<file path="src/rtl/ccff_bitstream_loader.sv">
`default_nettype none
// ============================================================================
// Module   : ccff_bitstream_loader
// Brief    : Serializes a byte-wide bitstream onto a configuration DFF chain,
//            gating the chain's shift so it only advances on real bits.
// Revision : 1.0 - initial release
// ============================================================================
module ccff_bitstream_loader #(
    parameter int CHAIN_LEN = 200,
    parameter int CNT_W     = 16
) (
    input  logic        prog_clk,
    input  logic        prog_reset_n,
    input  logic        start,
    input  logic [7:0]  cfg_data,
    input  logic        cfg_valid,
    output logic        cfg_ready,
    output logic        ccff_head,
    output logic        chain_shift_en,
    input  logic        ccff_tail,
    output logic        busy,
    output logic        done,
    output logic [15:0] tail_ones
);

    typedef enum logic [1:0] {
        S_IDLE = 2'd0,
        S_LOAD = 2'd1,
        S_DONE = 2'd2
    } state_t;

    localparam logic [CNT_W-1:0] c_chain_len = CNT_W'(CHAIN_LEN);
    localparam logic [CNT_W-1:0] c_one       = CNT_W'(1);

    state_t           r_state;
    logic [7:0]       r_shreg;
    logic             r_have_byte;
    logic [2:0]       r_bit_idx;
    logic [CNT_W-1:0] r_remaining;
    logic [15:0]      r_tail_ones;
    logic             r_done;

    logic w_load;
    logic w_shift;
    logic w_ready;
    logic w_accept;
    logic w_terminal;

    assign w_load     = (r_state == S_LOAD);
    assign w_shift    = w_load && r_have_byte;
    // Ready during the last bit of a byte so consecutive bytes stream with no bubble.
    assign w_ready    = w_load && (r_remaining != '0) &&
                        (!r_have_byte || ((r_bit_idx == 3'd7) && (r_remaining > c_one)));
    assign w_accept   = cfg_valid && w_ready;
    assign w_terminal = w_shift && (r_remaining == c_one);

    always_ff @(posedge prog_clk or negedge prog_reset_n) begin
        if (!prog_reset_n) begin
            r_state     <= S_IDLE;
            r_shreg     <= 8'h00;
            r_have_byte <= 1'b0;
            r_bit_idx   <= 3'd0;
            r_remaining <= '0;
            r_tail_ones <= 16'h0000;
            r_done      <= 1'b0;
        end else begin
            case (r_state)
                S_IDLE, S_DONE: begin
                    if (start) begin
                        r_state     <= S_LOAD;
                        r_remaining <= c_chain_len;
                        r_tail_ones <= 16'h0000;
                        r_done      <= 1'b0;
                        r_have_byte <= 1'b0;
                        r_bit_idx   <= 3'd0;
                        r_shreg     <= 8'h00;
                    end
                end
                S_LOAD: begin
                    if (w_shift) begin
                        r_shreg     <= {r_shreg[6:0], 1'b0};
                        r_bit_idx   <= r_bit_idx + 3'd1;
                        r_remaining <= r_remaining - c_one;
                        if (ccff_tail && (r_tail_ones != 16'hFFFF)) begin
                            r_tail_ones <= r_tail_ones + 16'd1;
                        end
                        if (r_bit_idx == 3'd7) begin
                            r_have_byte <= 1'b0;
                        end
                    end
                    // A newly accepted byte overrides the shift of the one just finishing.
                    if (w_accept) begin
                        r_shreg     <= cfg_data;
                        r_have_byte <= 1'b1;
                        r_bit_idx   <= 3'd0;
                    end
                    if (w_terminal) begin
                        r_state     <= S_DONE;
                        r_done      <= 1'b1;
                        r_have_byte <= 1'b0;
                    end
                end
                default: begin
                    r_state <= S_IDLE;
                end
            endcase
        end
    end

    assign cfg_ready      = w_ready;
    assign ccff_head      = w_load && r_shreg[7];
    assign chain_shift_en = w_shift;
    assign busy           = w_load;
    assign done           = r_done;
    assign tail_ones      = r_tail_ones;

endmodule
`default_nettype wire

</file>
<file path="config.mk">
export PLATFORM = sky130hd
export DESIGN_NAME = ccff_bitstream_loader
export DESIGN_NICKNAME = d
export VERILOG_FILES = /design/src/rtl/ccff_bitstream_loader.sv
export SDC_FILE = /design/constraint.sdc
export NUM_CORES = 1
export LEC_CHECK = 0
export CORE_MARGIN = 2
export CORE_UTILIZATION = 59
export DETAILED_ROUTE_END_ITERATION = 10
export GPL_ROUTABILITY_DRIVEN = 0
export PLACE_DENSITY_LB_ADDON = 0.1
export SYNTH_ARGS = -nofsm -noshare
export SYNTH_HDL_FRONTEND = slang
export SYNTH_SLANG_ARGS = --single-unit
</file>
<file path="constraint.sdc">
create_clock -name prog_clk -period 3.8 [get_ports prog_clk]
set_input_delay 0.76 -clock prog_clk [delete_from_list [all_inputs] [get_ports prog_clk]]
set_output_delay 0.76 -clock prog_clk [all_outputs]
set_load 0.01 [all_outputs]
</file>
== Word-level counts from Yosys, hierarchy flattened ==
Index checks and enable logic that the tools add are counted.

* Bits in registers: 47
* Logic and storage cells: 69

* Add/subtract/negate cells: 3
* Magnitude comparators: 1
* Equality and inequality tests: 12
* Mux-type cells: 26
* Reduce and logical (&&, ||, !) cells: 20

{| class="wikitable"
|+ Operator list
! kind !! count
|-
| two-way mux 16 bit || 5
|-
| case mux 16 bit (2 select lines) || 2
|-
| two-way mux 8 bit || 3
|-
| adder 16 x 1 -> 16 bit (second input constant) || 1
|-
| == test 16 x 1 -> 1 bit (second input constant) || 1
|-
| greater-than comparator 16 x 1 -> 1 bit (second input constant) || 1
|-
| inequality test 16 bit (second input constant) || 1
|-
| case mux 8 bit (2 select lines) || 1
|-
| nonzero test 16 bit || 1
|-
| subtractor 16 x 1 -> 16 bit (second input constant) || 1
|-
| two-way mux 3 bit || 3
|-
| AND reduction 3 bit || 3
|-
| logical AND 1 bit || 8
|-
| inequality test 4 x 1 -> 1 bit (second input constant) || 2
|-
| AND reduction 4 bit || 2
|-
| two-way mux 1 bit || 6
|-
| inequality test 2 x 1 -> 1 bit (second input constant) || 3
|-
| case mux 3 bit (2 select lines) || 1
|-
| two-way mux 2 bit || 2
|-
| case mux 1 bit (2 select lines) || 2
|-
| case mux 2 bit (2 select lines) || 1
|-
| adder 3 x 1 -> 3 bit (second input constant) || 1
|-
| == test 3 bit (second input constant) || 1
|-
| inequality test 3 x 1 -> 1 bit (second input constant) || 1
|-
| 9 further kinds || 9
|}

== Longest topological paths before layout ==
* Word-level depth: 8
* Mapped depth: 8
* Gate-level depth less buffers: 8

== Worst setup path after synthesis ==
OpenSTA, ideal clock, no wires.

* Kind: reg2out
* From: register r_remaining[11]
* To: output cfg_ready
* Arrival time: 1.414 ns
* Slack: 1.626 ns
* Stages on the path, launching flop included: 5
* Path through: dfrtp_1 nor4_1 nand4_1 buf_2 o211a_1

* Longest elaborated chain between the ends: 4
* Elaborated cells on any way between the ends: 6
* Those cells by class: order compare (1); reduce/logical (5)

{| class="wikitable"
|+ Ends and longest elaborated chain
! what !! RTL line !! RTL
|-
| start: declaration || 39 || <nowiki>logic [CNT_W-1:0] r_remaining;</nowiki>
|-
| start signal: assignment || 71 || <nowiki>r_remaining <= c_chain_len;</nowiki>
|-
| start signal: assignment || 83 || <nowiki>r_remaining <= r_remaining - c_one;</nowiki>
|-
| greater-than comparator 16 x 1 -> 1 bit || 53 || <nowiki>(!r_have_byte || ((r_bit_idx == 3'd7) && (r_remaining > c_one)));</nowiki>
|-
| logical AND 1 bit || 53 ||
|-
| logical OR 1 bit || 53 ||
|-
| logical AND 1 bit * || 52 || <nowiki>assign w_ready = w_load && (r_remaining != '0) &&</nowiki>
|-
| end: declaration || 17 || <nowiki>output logic cfg_ready,</nowiki>
|}

Mark *: on every way between the ends. The rest lies on a longest branch, timed or not.

== Worst setup path after layout ==
Same ends and word-level chain as after synthesis.

==> flow_summary.yaml <==
synth:
  synth-seq-cells: 47
  synth_top_area_cell: "dfrtp_1"
  ys_top_cells_by_area: "dfrtp_1 47%, xor2_1 4.5%, nand2_1 3.9%"
  avgSynthCellArea_um2: 9.92
  netlist_area_mm2: 0.00253
  synth_top_area_share_pct: 46.5
  synthFlopType: "dfrtp_1"
  synth_edf_count: 0
  netlist_instances: 255
  synth_seq_area_share_pct: 46.5
  synth_commonest_cells: "47 x dfrtp_1, 26 x nand2_1, 24 x nor2_1"
  synth_nets: 273
  synthMostInstantiatedCell: "dfrtp_1"
  synth_cell_types: 54
  synthArstFlopShare_pct: 100
  synth_warnings: 0
final_layout:
  final_cell_area_mm2: 0.00297
  nFillCells: 299
  antennaDiodeCount: 0
  seq_area_mm2: 0.00118
  drive_gt1_share_pct: 11.1
  area_delta_synth_final_pct: 17.6
  stdcell_count: 337
  multi_input_area_mm2: 0.00126
  fin_nets: 305
timing:
  period_share_pct: 78.7
  fmax_mhz: 334
  finalHoldViolCount: 0
  drv_slew: 0
  layout_min_cycle_time_ns: 2.99
  relSlewSlack_pct: 31.0
  tightest_slew_ns: 1.03
  finClkSkew_ns: 0.00495
  finalSetupViolations: 0
  fin_hold_ws_ns: 0.493
  rsz0062_at_grt: "false"
  tns_ns: 0
  layout_setup_ws_ns: 0.808
clocking:
  clockRootBuffer: "clkbuf_8"
  path_clk_slew_ns: 0.09
  cts_buffers: 5
  cts_buffer_depth: 2
  htree_levels: 2
  clock_latency_ns: 0.30
  cts_tree: "built"
  cts.repair.resized: 0
  cts_setup_buffers: 0
  cts.sinks: 47
  cts_hold_buffers: 0
critical_path:
  cp-end-kind: "output port"
  arrival_ns: 2.23
  reg2reg_slack_ns: 1.50
  crit_family: "buffers and inverters"
  cp_max_fo: 12
  max_stage_delay_ns: 0.47
  crit_slowest_cell: "clkdlybuf4s50_1"
  crit_chain: "nor4_1 > nand4_1 > buf_4 > o211a_1 > clkdlybuf4s50_1"
  worst_setup_path_start_kind: "register"
  crit_required_ns: 3.04
  path_buf_inv: 2
  critical_path_class: "register to output port"
pwr:
  power.density_mw_per_mm2: 648
  p_leak_uw: 0.00128
  ir_drop_v: 0.000536
drt:
  wire_per_inst_um: 15.4
  drt_iter0_markers: 121
  firstDrtPassIters: 4
  via_count: 1977
  antenna_left: 0
  routed_wl_um: 5180
  drc: 0
  vias_per_cell: 5.87
floorplanning:
  chipHeight_um: 69.5
  die-area_mm2: 0.00483
  start_util_pct: 62.3
  num_rows: 23
  die_x_um: 69.5
  ioPinCount: 34
  core_mm2: 0.00406
outcome:
  status: "finished clean"
placement:
  pre_cts_slack_ns: 1.17
  dp_hpwl_um: 3570
  placed_area_mm2: 0.00287
  port_buffers: 33
  placedCellCount: 330
grt:
  grt_remaining_overflow: 0
  grt_pass1_wl_um: 9100
  track_usage_pct: 23.0
  grt_pass1_vias: 1995
  antenna_found_initial: 0
  grt_max_degree: 48
job:
  drv_cap: 0
hold_path:
  hp-class: "register to register"
-- final cells by class --
type | count | share of cell area (%)
Inverter | 7 | 0.883
Tap cell | 50 | 2.10
Timing Repair Buffer | 36 | 11.7
Clock inverter | 1 | 1.01
Multi-Input combinational cell | 190 | 42.3
Sequential cell | 47 | 39.5
Clock buffer | 6 | 2.44
-- per-stage QoR --
stage / utilization, % / power (µW)
after floorplan: - / 1310
after global placement: 70.8 / 1550
after detailed placement: 70.8 / 1580
after CTS: 73.3 / 1940
after global routing: 73.3 / 2070
final: 73.3 / 1930
-- logic make-up after synthesis --
logic type / count (synthesis) / synth area share, %
flip-flops: 47 / 46.5
AO/OA/AOI/OAI: 51 / 16.0
XOR/XNOR: 21 / 7.27
AND/OR/NAND/NOR: 110 / 22.5
adder cells (fa/ha/maj): 5 / 2.47
multiplexers: 3 / 1.43
buffers and inverters: 18 / 3.81
-- metal layers --
metal | routed length [µm] | GRT usage, % | vias to the layer above
li1 | - | - | 972
met1 | 2420 | 30.4 | 960
met2 | 2480 | 39.5 | 39
met3 | 227 | 4.22 | 6
met4 | 51 | 5.23 | 0
met5 | 0 | 0 | -
-- sequential cells by signal, summed over array words and instances (netlist names) --
signal       count
done             1
tail_ones       16
r_shreg          8
r_state          2
r_remaining     16
r_have_byte      1
r_bit_idx        3
-- worst min-delay path, delay by kind of cell (launching register included) --
family,cells,cell delay (ns)
simple gates,2,0.11
flops,1,0.35
-- placed cells by master (no fill, tap or decap), types with 6 or more instances in the layout --
cell type and instances:
dfrtp_1 47, clkdlybuf4s50_1 32, nand2_1 26, nor2_1 24, nand3_1 17, o21ai_0 13
xor2_1 13, a21oi_1 8, xnor2_1 8, o211ai_1 8, inv_1 6, nor4_1 6
-- power by group --
group	internal [µW]	total (µW)	switching [µW]
Clock	193	358	165
Sequential	638	779	142
Combinational	336	790	454
-- worst paths after layout --
kind	startpoint	end	depth (start not counted)
max reg2reg	r_remaining[11]$_DFFE_PN0P_	r_bit_idx[2]$_DFFE_PN0P_	5
min reg2reg	r_shreg[5]$_DFFE_PN0P_	r_shreg[6]$_DFFE_PN0P_	2
min in group asynchronous	prog_reset_n	r_remaining[5]$_DFFE_PN0P_	1
min	r_shreg[5]$_DFFE_PN0P_	r_shreg[6]$_DFFE_PN0P_	2
max in group asynchronous	prog_reset_n	tail_ones[1]$_DFFE_PN0P_	1
max	r_remaining[11]$_DFFE_PN0P_	cfg_ready	5
(Power assumes the default switching activity.)
